## src/rtl/fir_pkg.sv

```systemverilog
// fir_pkg: shared FIR output constants, sample typedefs and the saturation helper
package fir_pkg;

    localparam int FIR_IN_W  = 22;
    localparam int FIR_OUT_W = 16;

    typedef logic signed [FIR_IN_W-1:0]  fir_in_t;
    typedef logic signed [FIR_OUT_W-1:0] fir_out_t;

    function automatic logic signed [31:0] saturate(input logic signed [31:0] v, input int w);
        logic signed [31:0] hi;
        logic signed [31:0] lo;
        hi = (32'sd1 <<< (w - 1)) - 32'sd1;
        lo = -(32'sd1 <<< (w - 1));
        return (v > hi) ? hi : ((v < lo) ? lo : v);
    endfunction

endpackage

```

## src/rtl/fir_decim_out_buffer_if.sv

```systemverilog
// fir_decim_out_buffer_if: filter-result input, drained output stream and status of the decimating buffer
interface fir_decim_out_buffer_if import fir_pkg::*; #(
    parameter int IN_W  = FIR_IN_W,
    parameter int OUT_W = FIR_OUT_W,
    parameter int DEPTH = 8
);
    localparam int LW = $clog2(DEPTH) + 1;

    logic signed [IN_W-1:0]  fir_data;
    logic                    fir_valid;
    logic signed [OUT_W-1:0] out_data;
    logic                    out_valid;
    logic                    out_ready;
    logic [LW-1:0]           fill_level;
    logic                    overflow;
    logic                    clear_overflow;

    modport master (
        output fir_data, fir_valid, out_ready, clear_overflow,
        input  out_data, out_valid, fill_level, overflow
    );

    modport slave (
        input  fir_data, fir_valid, out_ready, clear_overflow,
        output out_data, out_valid, fill_level, overflow
    );

endinterface

```

## src/rtl/fir_out_fifo.sv

```systemverilog
// fir_out_fifo: show-ahead FIFO with a registered head word that holds its last value when empty
module fir_out_fifo #(
    parameter int W     = 16,
    parameter int DEPTH = 8,
    localparam int AW   = $clog2(DEPTH)
) (
    input  logic          clk,
    input  logic          reset,
    input  logic          push,
    input  logic [W-1:0]  din,
    input  logic          pop,
    output logic [W-1:0]  dout,
    output logic          full,
    output logic          empty,
    output logic [AW:0]   level
);

    logic [W-1:0] mem [DEPTH];
    logic [AW:0]  wptr;
    logic [AW:0]  rptr;
    logic [AW:0]  rptr_n;
    logic         do_push;
    logic         do_pop;

    assign empty   = wptr == rptr;
    assign full    = (wptr[AW] != rptr[AW]) && (wptr[AW-1:0] == rptr[AW-1:0]);
    assign do_pop  = pop && !empty;
    assign do_push = push && (!full || do_pop);
    assign rptr_n  = rptr + (AW+1)'(do_pop);

    // storage array; contents are only observed through the registered head
    always_ff @(posedge clk) begin
        if (do_push) mem[wptr[AW-1:0]] <= din;
    end

    // pointers, occupancy and head word; a push into an empty slot bypasses straight to the head
    always_ff @(posedge clk or posedge reset) begin
        if (reset) begin
            wptr  <= '0;
            rptr  <= '0;
            level <= '0;
            dout  <= '0;
        end else begin
            wptr  <= wptr + (AW+1)'(do_push);
            rptr  <= rptr_n;
            level <= level + (AW+1)'(do_push) - (AW+1)'(do_pop);
            if (do_push && rptr_n == wptr) dout <= din;
            else if (rptr_n != wptr) dout <= mem[rptr_n[AW-1:0]];
        end
    end

endmodule

```

## src/rtl/fir_decim_out_buffer.sv

```systemverilog
// fir_decim_out_buffer: decimate, rescale and saturate FIR results, then buffer them for a valid/ready consumer
// FIR_OUT_ROUND_EN selects round-half-up before the shift; otherwise the shift truncates toward minus infinity.
module fir_decim_out_buffer import fir_pkg::*; #(
    parameter int IN_W  = FIR_IN_W,
    parameter int OUT_W = FIR_OUT_W,
    parameter int SHIFT = 6,
    parameter int DECIM = 4,
    parameter int DEPTH = 8
) (
    input  logic                     clk,
    input  logic                     reset,
    fir_decim_out_buffer_if.slave    bus
);

    localparam int CW = (DECIM > 1) ? $clog2(DECIM) : 1;

    logic [CW-1:0]      cnt;
    logic               keep;
    logic signed [31:0] wide;
    logic signed [31:0] scaled;
    logic               s_valid;
    logic [OUT_W-1:0]   s_data;
    logic               full;
    logic               empty;

    assign keep = bus.fir_valid && cnt == '0;
    assign wide = 32'(bus.fir_data);

`ifdef FIR_OUT_ROUND_EN
    assign scaled = (wide + (32'sd1 <<< (SHIFT - 1))) >>> SHIFT;
`else
    assign scaled = wide >>> SHIFT;
`endif

    assign bus.out_valid = !empty;

    // decimation phase: the sample arriving at phase 0 is kept
    always_ff @(posedge clk or posedge reset) begin
        if (reset) cnt <= '0;
        else if (bus.fir_valid) cnt <= (cnt == CW'(DECIM - 1)) ? '0 : cnt + 1'b1;
    end

    // scaler register feeding the FIFO push one cycle later
    always_ff @(posedge clk or posedge reset) begin
        if (reset) begin
            s_valid <= 1'b0;
            s_data  <= '0;
        end else begin
            s_valid <= keep;
            if (keep) s_data <= OUT_W'(saturate(scaled, OUT_W));
        end
    end

    // sticky drop flag; a new drop outranks a clear in the same cycle
    always_ff @(posedge clk or posedge reset) begin
        if (reset) bus.overflow <= 1'b0;
        else if (s_valid && full && !(bus.out_ready && !empty)) bus.overflow <= 1'b1;
        else if (bus.clear_overflow) bus.overflow <= 1'b0;
    end

    fir_out_fifo #(.W(OUT_W), .DEPTH(DEPTH)) u_fifo (
        .clk   (clk),
        .reset (reset),
        .push  (s_valid),
        .din   (s_data),
        .pop   (bus.out_ready),
        .dout  (bus.out_data),
        .full  (full),
        .empty (empty),
        .level (bus.fill_level)
    );

endmodule

```

## src/flat_wrapper.sv

```systemverilog
// flat-port wrapper written by rule: the top's interface ports become plain ports
module fir_decim_out_buffer_flat import fir_pkg::*;
#(
    parameter int IN_W  = FIR_IN_W,
    parameter int OUT_W = FIR_OUT_W,
    parameter int SHIFT = 6,
    parameter int DECIM = 4,
    parameter int DEPTH = 8
)
  (clk, reset, bus_fir_data, bus_fir_valid, bus_out_ready, bus_clear_overflow, bus_out_data, bus_out_valid, bus_fill_level, bus_overflow);
  fir_decim_out_buffer_if #(.IN_W(IN_W), .OUT_W(OUT_W), .DEPTH(DEPTH)) bus_i ();
  input  logic clk;
  input  logic reset;
  input wire logic [$bits(bus_i.fir_data)-1:0] bus_fir_data;
  input wire logic [$bits(bus_i.fir_valid)-1:0] bus_fir_valid;
  input wire logic [$bits(bus_i.out_ready)-1:0] bus_out_ready;
  input wire logic [$bits(bus_i.clear_overflow)-1:0] bus_clear_overflow;
  output wire logic [$bits(bus_i.out_data)-1:0] bus_out_data;
  output wire logic [$bits(bus_i.out_valid)-1:0] bus_out_valid;
  output wire logic [$bits(bus_i.fill_level)-1:0] bus_fill_level;
  output wire logic [$bits(bus_i.overflow)-1:0] bus_overflow;
  assign bus_i.fir_data = bus_fir_data;
  assign bus_i.fir_valid = bus_fir_valid;
  assign bus_i.out_ready = bus_out_ready;
  assign bus_i.clear_overflow = bus_clear_overflow;
  assign bus_out_data = bus_i.out_data;
  assign bus_out_valid = bus_i.out_valid;
  assign bus_fill_level = bus_i.fill_level;
  assign bus_overflow = bus_i.overflow;
  fir_decim_out_buffer #(.IN_W(IN_W), .OUT_W(OUT_W), .SHIFT(SHIFT), .DECIM(DECIM), .DEPTH(DEPTH)) u_core (.clk(clk), .reset(reset), .bus(bus_i));
endmodule
```

## config.mk

```make
export PLATFORM = sky130hd
export DESIGN_NAME = fir_decim_out_buffer_flat
export DESIGN_NICKNAME = d
export VERILOG_FILES = /design/src/rtl/fir_pkg.sv /design/src/rtl/fir_decim_out_buffer_if.sv /design/src/rtl/fir_out_fifo.sv /design/src/rtl/fir_decim_out_buffer.sv /design/src/flat_wrapper.sv
export SDC_FILE = /design/constraint.sdc
export NUM_CORES = 1
export LEC_CHECK = 0
export CORE_MARGIN = 2
export CORE_UTILIZATION = 53
export CTS_CLUSTER_SIZE = 30
export DETAILED_ROUTE_END_ITERATION = 8
export HOLD_SLACK_MARGIN = 0.03
export PLACE_DENSITY = 0.78
export RECOVER_POWER = 25
export REMOVE_ABC_BUFFERS = 1
export SLEW_MARGIN = 20
export SYNTH_ARGS = -nofsm -noshare
export SYNTH_HDL_FRONTEND = slang
export SYNTH_SLANG_ARGS = --single-unit
```

## constraint.sdc

```tcl
create_clock -name clk -period 3.25 [get_ports clk]
set_clock_uncertainty 0.15 [all_clocks]
set_input_delay 0.4875 -clock clk [delete_from_list [all_inputs] [get_ports clk]]
set_output_delay 0.4875 -clock clk [all_outputs]
set_load 0.03 [all_outputs]
```

======== Yosys cells after proc, flatten, opt, wreduce, memory -nomap -nowiden ========
Memories as Yosys holds them, arrays and structs flattened.
Index checks and enable logic that the tools add are counted.
operators by class
  add/subtract/negate cells ............... 5
  order comparisons ....................... 2
  eq/ne operators ......................... 6
  multiplexer cells ....................... 9
  reductions and logical operators ........ 14
operators with widths
  kind                                                   number
  2-to-1 mux 16 bit                                      4
  greater-than comparator 16 bit, second input constant  1
  < comparator 16 bit, second input constant             1
  adder 4 x 1 -> 4 bit                                   3
  == test 4 bit                                          2
  logical AND 1 bit                                      7
  2-to-1 mux 1 bit                                       4
  != test 4 bit                                          1
  nonzero test 2 bit                                     2
  subtractor 4 x 1 -> 4 bit                              1
  == test 3 bit                                          1
  logical NOT 1 bit                                      3
  adder 2 x 1 -> 2 bit, second input constant            1
  == test 2 bit, second input constant                   1
  logical NOT 2 bit                                      1
  2-to-1 mux 2 bit                                       1
  logical OR 1 bit                                       1
  != test 1 bit                                          1
storage, ports and cells
  register bits after elaboration ......... 48
  bits in writable memories ............... 128
  input bits .............................. 27
  output and inout bits ................... 22
  logic and storage cells ................. 45
  memories kept ........................... 1
memory list
  name               depth  width  read ports  clocked after memory_dff  wr ports  line                text
  u_core.u_fifo.mem  8      16     1           0                         1         fir_out_fifo.sv:18  logic [W-1:0] mem [DEPTH];

======== Longest topological paths before layout ========
Gate-level depths: netlist (run 1).
  depth after elaboration ................. 7
  depth in mapped cells ................... 15
  gate-level depth less buffers ........... 10

======== Cells and area by module ========
A second synthesis (run 1) with hierarchy kept.
second synthesis, totals
  cells, all modules ...................... 382
  area, all modules ....................... 7289.5 um2
by module, submodules not included
  module                instances  cells an instance  area an instance (um2)  seq. area each (um2)
  fir_out_fifo          1          329                6466.2                  4544.4
  fir_decim_out_buffer  1          53                 823.3                   500.5

======== Worst setup path after synthesis (run 1) ========
Ideal clock, no wire load.
  path type ............................... flip-flop to flip-flop
  from .................................... register u_core.u_fifo.wptr[0]
  to ...................................... register u_core.u_fifo.dout[0]
  setup time .............................. 131 ps
  data arrival time ....................... 3397 ps
  required time ........................... 2969 ps
  setup slack ............................. -428 ps
  cell stages (with the launch flop) ...... 15
  buffers on the path ..................... 4
  clock period less this slack ............ 3678 ps
  cells stage by stage .................... dfrtp_1 -> buf_6 -> xor2_2 -> nor3_4 -> buf_4 -> nand2_1 -> and2_1 -> ha_1 -> ha_1 -> buf_4 -> clkbuf_1 -> mux4_2 -> mux2_2 -> a21oi_1 -> a31oi_2
between the ends
  longest elaborated chain between the ends .. 7
  elaborated cells between the ends (all ways) .. 16
  those cells by class .................... add/sub (1); eq/ne (4); mux (2); reduce/logical (8); memory (1)
RTL lines
  element                                                    line                                    text
  from (decl)                                                fir_out_fifo.sv:19                      logic [AW:0] wptr;
  from (signal assigned)                                     fir_out_fifo.sv:44                      wptr <= wptr + (AW+1)'(do_push);
  == test 4 bit *                                            fir_out_fifo.sv:25                      assign empty = wptr == rptr;
  logical NOT 1 bit *                                        --
  named net bus_out_valid                                    flat_wrapper.sv:19                      output wire logic [$bits(bus_i.out_valid)-1:0] bus_out_valid;
  logical AND 1 bit *                                        fir_out_fifo.sv:27                      assign do_pop = pop && !empty;
  adder 4 x 1 -> 4 bit *                                     fir_out_fifo.sv:29                      assign rptr_n = rptr + (AW+1)'(do_pop);
  named net u_core.u_fifo.rptr_n[1]                          fir_out_fifo.sv:21                      logic [AW:0] rptr_n;
  memory read (8 x 16 bit) or == test 4 bit (tied branches)  --
  2-to-1 mux 16 bit or logical AND 1 bit (tied branches)     fir_out_fifo.sv:48, fir_out_fifo.sv:47
  2-to-1 mux 16 bit or nonzero test 2 bit (tied branches)    --
  to (signal assigned)                                       fir_out_fifo.sv:47                      if (do_push && rptr_n == wptr) dout <= din;
  to (signal assigned)                                       fir_out_fifo.sv:48                      else if (rptr_n != wptr) dout <= mem[rptr_n[AW-1:0]];
  to (decl)                                                  fir_out_fifo.sv:12                      output logic [W-1:0] dout,
Mark *: on every way through the listed nets, which the timed path passes. The rest lies on a longest branch. The select of a mux whose other input is x is not followed.
A chain may end at the register's enable or synchronous reset.

======== Worst setup path after layout (run 1) ========
  from .................................... register u_core.u_fifo.rptr[2]
  to ...................................... register u_core.u_fifo.dout[8]
between the ends
  longest elaborated chain between the ends .. 7
  elaborated cells between the ends (all ways) .. 16
  those cells by class .................... add/sub (1); eq/ne (4); mux (2); reduce/logical (8); memory (1)
RTL lines
  element                                                    line                                    text
  from (decl)                                                fir_out_fifo.sv:20                      logic [AW:0] rptr;
  from (signal assigned)                                     fir_out_fifo.sv:45                      rptr <= rptr_n;
  == test 4 bit *                                            fir_out_fifo.sv:25
  logical NOT 1 bit *                                        fir_out_fifo.sv:27
  logical AND 1 bit *                                        fir_out_fifo.sv:27
  adder 4 x 1 -> 4 bit *                                     fir_out_fifo.sv:29
  named net u_core.u_fifo.rptr_n[0]                          fir_out_fifo.sv:21
  memory read (8 x 16 bit) or == test 4 bit (tied branches)  --
  2-to-1 mux 16 bit or logical AND 1 bit (tied branches)     fir_out_fifo.sv:48, fir_out_fifo.sv:47
  2-to-1 mux 16 bit or nonzero test 2 bit (tied branches)    --
Marked as above.

==> results of run 1 <==
## metal layers
metal	track usage	wire [um]
met4	0.0932	311
met5	0	0
met2	0.357	8240
met3	0.0623	980
met1	0.278	6640
## cell usage after synthesis
cell / n
nor3_4: 2
buf_6: 7
xor3_2: 1
and2_1: 17
a31oi_2: 10
or3_1: 1
nand2b_1: 2
nand2_1: 5
xor2_2: 4
inv_1: 11
xnor2_1: 5
ha_1: 10
mux4_2: 32
nor2b_1: 6
dfrtp_1: 48
and2b_1: 10
nor2_1: 4
buf_12: 1
or2_1: 1
o31a_1: 16
a21oi_1: 33
a21o_1: 1
fa_1: 1
nor4_1: 1
nand3_1: 3
xnor2_4: 2
inv_2: 1
nor3_1: 4
edfxtp_1: 128
xor2_1: 3
mux2_2: 32
a31oi_1: 22
o211ai_1: 1
and2_4: 1
nor2_4: 1
buf_4: 4
clkbuf_1: 9
o21ai_2: 1
o21ai_0: 2
o21ai_1: 1
buf_2: 6
## path summary, 6_finish.rpt
| path | from | to | cells after the start |
|---|---|---|---|
| setup reg to reg | u_core.u_fifo.rptr[2] | u_core.u_fifo.dout[8] | 10 |
| hold reg to reg | u_core.u_fifo.level[0] | u_core.u_fifo.level[0] | 1 |
| hold / removal | u_core.u_fifo.level[0] | u_core.u_fifo.level[0] | 1 |
| setup / recovery | u_core.u_fifo.rptr[2] | u_core.u_fifo.dout[8] | 10 |
| max in group asynchronous | reset | u_core.u_fifo.dout[4] | 3 |
| min in group asynchronous | reset | u_core.s_valid | 3 |
## metrics by stage
step / hold WS (ns) / TNS (ns)
after global placement: 0.342 / 0
after CTS: 0.373 / 0
after detailed placement: 0.359 / 0
after global routing: 0.398 / 0
after floorplan: 0.385 / -28.74
final: 0.368 / 0
## kinds of logic after synthesis
| family | count (synthesis) | share of synthesized area |
|---|---|---|
| xor+xnor | 15 | 0.0279 |
| buf+inv | 39 | 0.0309 |
| simple gates | 58 | 0.0482 |
| flops | 176 | 0.655 |
| fa+ha+maj | 11 | 0.0188 |
| compound gates | 87 | 0.0788 |
| mux | 64 | 0.140 |
## sequential cells by signal (all words and copies together) (netlist names)
name,count
u_core.s_valid,1
u_core.u_fifo.rptr,4
u_core.u_fifo.wptr,4
u_core.u_fifo.level,4
u_core.bus.overflow,1
u_core.u_fifo.dout,16
u_core.u_fifo.mem,128
u_core.s_data,16
u_core.cnt,2
## area by class of cell
| cell class | instances | area (um^2) |
|---|---|---|
| fillers | 1014 | 5300 |
| flip-flops and latches | 176 | 5040 |
| clock inverters | 13 | 143 |
| multi-input cells | 235 | 2450 |
| well taps | 184 | 230 |
| repair buffers | 74 | 711 |
| clock buffers | 19 | 443 |
| inverters | 12 | 45.0 |
## power by group through the flow
stage | clock [W] | combinational, W | sequential (W)
floorplan | 0 | 0.00303 | 0.00382
detailed placement | 0 | 0.00484 | 0.00369
finish | 0.00202 | 0.00488 | 0.00365
CTS | 0.00204 | 0.00489 | 0.00366
global placement | 0 | 0.00473 | 0.00363
global route | 0.00214 | 0.00520 | 0.00373
## cells in the final DEF (no fill, tap or decap), types with 2 or more instances in the layout
master	count
xor2_2	4
dfrtp_1	48
nor3_4	2
a31oi_1	22
clkbuf_16	17
inv_2	2
xnor2_4	2
bufinv_16	3
a21oi_1	33
nand2b_1	2
nand2_1	5
ha_1	9
a31oi_2	10
o31a_1	16
buf_4	28
mux2_2	32
nor2_1	4
xor2_1	3
and2b_1	10
inv_1	10
buf_12	4
clkinvlp_4	2
nor2b_1	6
nor3_2	4
edfxtp_1	128
mux4_2	32
xnor2_1	5
clkdlybuf4s50_1	42
o21ai_0	2
nand3_1	3
clkinv_1	5
clkinv_2	2
and2_1	17
## worst max-delay path, cell delays in order (launching register included)
cell	delay, ns
dfrtp_1	0.42
xor2_2	0.21
nor3_4	0.20
nand2_1	0.10
and2_1	0.20
ha_2	0.37
buf_12	0.24
mux4_2	0.53
mux2_2	0.28
a21oi_1	0.16
a31oi_2	0.06
==> key figures, run 1 <==
Setup path
  – Setup crit end kind: register
  – Critical Path Start Type: register
  – WP data required: about 3.4 ns
  – CP max FO: 26
  – Register-to-register setup slack: about 0.18 ns
  – Critical Path AT: between 3 and 4 ns
  – WS Path Type: reg2reg

Route
  – Vias: 4244
  – First DRT Iteration DRCs: about 450
  – DR vias/cell: 5.95
  – Routed Antenna Nets: 0
  – Router iterations before antenna repair: 5
  – # DRC: 0
  – Routed length per placed instance: between 20 and 25 um
  – DRT Wirelength: 16200 um

Timing
  – Period minus WS final: between 3 and 4 ns
  – Final hold vios: 0
  – Final Max Tran Viols: 0
  – Final setup fails: 0
  – Slew @ Worst Pin: 0.852 ns
  – Highest Clock Rate: 326 MHz
  – Max_slew headroom: 0.430
  – Final period utilization: 0.945
  – RSZ-0062 raised after global routing: false
  – Worst setup margin: roughly 0.18 ns

Clocking
  – PostCTS Resize Cnt: 0
  – Clk sinks: about 180
  – H-tree Lvls: 4
  – CTS Buffer Depth: 2
  – Hold_buf cts: 0
  – Total CTS buffers: 17
  – Setup Buffers After CTS: 0
  – CTS tree: yes
  – Root buf cell: clkbuf_16
  – Reg clk slew, reported paths: 0.06 ns
  – Clock latency on the worst-skew pair: 0.43 ns

Min path
  – Hold WC Path Type: reg2reg

Synth
  – Mean Syn Cell Area: about 17 um^2
  – Top cell type's share of synthesized area: 0.499
  – Synthesized flop and latch total: roughly 180
  – Cell variety after synth: 41
  – Cell Area, Synth: between 7000 and 8000 um^2
  – Largest cells by area after synthesis: edfxtp_1, dfrtp_1, mux4_2
  – Leading area contributor after synthesis: edfxtp_1
  – Yosys warning count: 0
  – Seq/Total Area, Yosys: 0.655
  – Mapped Cells: 450

Cells and area
  – Number of diodes: 0
  – Final instance area: ~9000 um^2
  – Share of cells above drive strength 1: 0.287
  – Layout area overhead: 17.7%
  – Non-filler cells, final: approximately 700
  – Final net count: 554
  – Post-layout util: 0.631

Die
  – Die height: roughly 120 um
  – Site Rows: 44
  – Io pins: about 50
  – DIE AREA: 15500 um^2
  – Starting Density: 0.536
  – Core area: between 10000 and 15000 um^2
  – Die width: ~120 um

Status
  – Outcome: complete, no violations

Global routing
  – Initial antenna violation count: 0
  – Vias in the first global route: between 4000 and 5000
  – Tot GR Track Use: 0.219
  – Global route overflow: 0
  – First-pass GRT wire length: around 25000 um
  – Largest net degree at the start of global routing: 49

Pwr
  – Sw frac: 0.372
  – Clk pwr share: 0.191
  – Int Pwr: around 0.0066 W
  – Logic pwr share: 0.462
  – Seq pwr share: 0.346
  – Power Dens Cells: 1160 nW/um^2
  – Pwr Total: between 0.01 and 0.015 W
  – P_sw: approximately 0.0039 W
  – Peak VDD IR: 634 uV
  – LEAKAGE: about 3.2 nW

Place
  – Placed Cells incl. Taps: about 680
  – Final GP Congestion: a little under 0.8
  – Number of port buffers: 42
  – Dpl hpwl: 9730 um
  – Post-DP Area: between 8000 and 9000 um^2
  – DP Worst Slack: ~0.12 ns

Flow run
  – Max-cap check violation count: 0
(Power assumes the default switching activity.)
==> run 2: changes to the inputs <==
--- a/config.mk
+++ b/config.mk
@@ -9,10 +9,11 @@
 export CORE_UTILIZATION = 53
 export CTS_CLUSTER_SIZE = 30
 export DETAILED_ROUTE_END_ITERATION = 8
-export HOLD_SLACK_MARGIN = 0.03
+export HOLD_SLACK_MARGIN = 0.08
 export PLACE_DENSITY = 0.78
 export RECOVER_POWER = 25
 export REMOVE_ABC_BUFFERS = 1
+export SKIP_LAST_GASP = 1
 export SLEW_MARGIN = 20
 export SYNTH_ARGS = -nofsm -noshare
 export SYNTH_HDL_FRONTEND = slang
==> results of run 2 <==
No change in the layout: final DEF, timing and power equal those of run 1.
==> run 3: changes to the inputs <==
--- a/config.mk
+++ b/config.mk
@@ -6,11 +6,11 @@
 export NUM_CORES = 1
 export LEC_CHECK = 0
 export CORE_MARGIN = 2
-export CORE_UTILIZATION = 53
+export CORE_UTILIZATION = 40
 export CTS_CLUSTER_SIZE = 30
 export DETAILED_ROUTE_END_ITERATION = 8
 export HOLD_SLACK_MARGIN = 0.08
-export PLACE_DENSITY = 0.78
+export PLACE_DENSITY = 0.63
 export RECOVER_POWER = 25
 export REMOVE_ABC_BUFFERS = 1
 export SKIP_LAST_GASP = 1
==> run 3 against run 2 <==
Compared with the run above: routed wire length grew 4.7%; critical path depth is the same; total power is 1.2% higher; combinational power up 2%; worst hold slack worse by 0.038 ns; register-to-register slack is essentially flat; cell count is 12% higher; first-iteration DRC count shrank 26%; count of clock-buffer cells in the layout decreased by 1; highest routed layer unchanged.
==> key figures, run 3 (synthesis gave the netlist of run 1 again) <==
Status
  – Outcome: complete, no violations

Place
  – Placed Cells incl. Taps: between 700 and 800
  – Number of port buffers: 42
  – Final GP Congestion: 0.788
  – Dpl hpwl: roughly 11000 um

Global routing
  – First-pass GRT wire length: between 20000 and 30000 um
  – Global route overflow: 0
  – Initial antenna violation count: 0
  – Vias in the first global route: ~4500
  – Tot GR Track Use: 0.177
  – Largest net degree at the start of global routing: 35

Clocking
  – Clk sinks: roughly 180
  – H-tree Lvls: 4
  – Total CTS buffers: 17
  – Reg clk slew, reported paths: about 0.07 ns
  – PostCTS Resize Cnt: 0
  – Root buf cell: clkbuf_16
  – Setup Buffers After CTS: 0
  – CTS Buffer Depth: 2
  – CTS tree: yes
  – Hold_buf cts: 0
  – Clock latency on the worst-skew pair: roughly 0.43 ns

Die
  – Site Rows: 50
  – Core area: approximately 19000 um^2
  – Die height: between 100 and 150 um
  – Die width: 143 um
  – Starting Density: 0.409
  – DIE AREA: 20400 um^2
  – Io pins: 49

Timing
  – Final period utilization: 0.943
  – RSZ-0062 raised after global routing: false
  – Highest Clock Rate: ~330 MHz
  – Min Hold Slack: between 0.3 and 0.4 ns
  – Final Max Tran Viols: 0
  – Max_slew headroom: 0.434
  – Slew @ Worst Pin: around 0.85 ns
  – Period minus WS final: a little over 3 ns
  – Final setup fails: 0
  – Final hold vios: 0

Pwr
  – LEAKAGE: 3.24 nW
  – Peak VDD IR: about 640 uV
  – Power Dens Cells: between 1000 and 1500 nW/um^2

Setup path
  – Critical Path Start Type: register
  – Critical Path AT: ~3.2 ns
  – Setup crit end kind: register
  – WP data required: about 3.4 ns
  – WS Path Type: reg2reg
  – CP max FO: 12

Cells and area
  – Layout area overhead: 19.9%
  – Non-filler cells, final: about 800
  – Share of cells above drive strength 1: 0.310
  – Final net count: 564
  – Fillers: between 1500 and 2000
  – Number of diodes: 0
  – Commonest non-fill, non-tap cell in the layout: edfxtp_1
  – Highest-count cells in the layout ignoring fill and taps: edfxtp_1, dfrtp_1, clkdlybuf4s50_1
  – Max FFs per register: 128

Min path
  – Hold WC Path Type: in2async

Route
  – # DRC: 0
  – Routed Antenna Nets: 0
  – Router iterations before antenna repair: 4
  – Routed length per placed instance: about 21 um
  – Vias: 4205
  – DRT Wirelength: approximately 17000 um
  – First DRT Iteration DRCs: approximately 330
  – DR vias/cell: approximately 5.3

Flow run
  – Max-cap check violation count: 0
[run 3: final timing paths]
| check | from | end | slack, ns | cells after the start |
|---|---|---|---|---|
| max in group asynchronous | reset | u_core.s_data[8] | 1.92 | 3 |
| min reg2reg | u_core.u_fifo.level[0] | u_core.u_fifo.level[0] | 0.36 | 1 |
| max | u_core.u_fifo.rptr[2] | u_core.u_fifo.dout[13] | 0.19 | 10 |
| min in group clk | u_core.u_fifo.level[0] | u_core.u_fifo.level[0] | 0.36 | 1 |
| max reg2reg | u_core.u_fifo.rptr[2] | u_core.u_fifo.dout[13] | 0.19 | 10 |
| min | reset | u_core.s_data[10] | 0.33 | 2 |
[run 3: per-stage QoR]
step                      total power (W)  utilization  setup WS [ns]  area, um^2  TNS, ns
after floorplan                   0.00684            -          -1.46        7510   -28.74
after global placement            0.00856        0.459          0.181        8650        0
after detailed placement          0.00873        0.459          0.177        8650        0
after CTS                          0.0108        0.490          0.169        9230        0
after global routing               0.0113        0.490         0.0383        9230        0
final                              0.0107        0.490          0.186        9230        0
[run 3: routing by layer]
metal  part of all wire  wire, um  vias up  track usage
met2               0.51      8630      112        0.294
met5                  0         0        -            0
met3              0.044       739       20       0.0369
met4              0.018       302        0       0.0730
li1                   -         -     1910            -
met1               0.43      7270     2163        0.227
[run 3: power breakdown]
group | internal, W | leakage, nW | switching [W]
registers | 0.00315 | 1.72 | 0.000513
clock network | 0.00115 | 0.282 | 0.000874
logic | 0.00236 | 1.24 | 0.00264
[run 3: worst max-delay path: stages (launching register included)]
cell and delay, ns:
dfrtp_1 0.41, xor2_2 0.20, nor3_4 0.19, nand2_1 0.09, and2_1 0.19, ha_2 0.44, buf_12 0.19, mux4_2 0.51
mux2_2 0.28, a21oi_1 0.20, a31oi_1 0.07
[run 3: final cells by class]
type / count / area (um^2) / share of cell area
Clock inverter: 14 / 155 / 0.0168
Tap cell: 260 / 325 / 0.0352
Timing Repair Buffer: 84 / 786 / 0.0851
Multi-Input combinational cell: 235 / 2450 / 0.265
Sequential cell: 176 / 5040 / 0.546
Inverter: 12 / 45.0 / 0.00488
Clock buffer: 18 / 429 / 0.0465
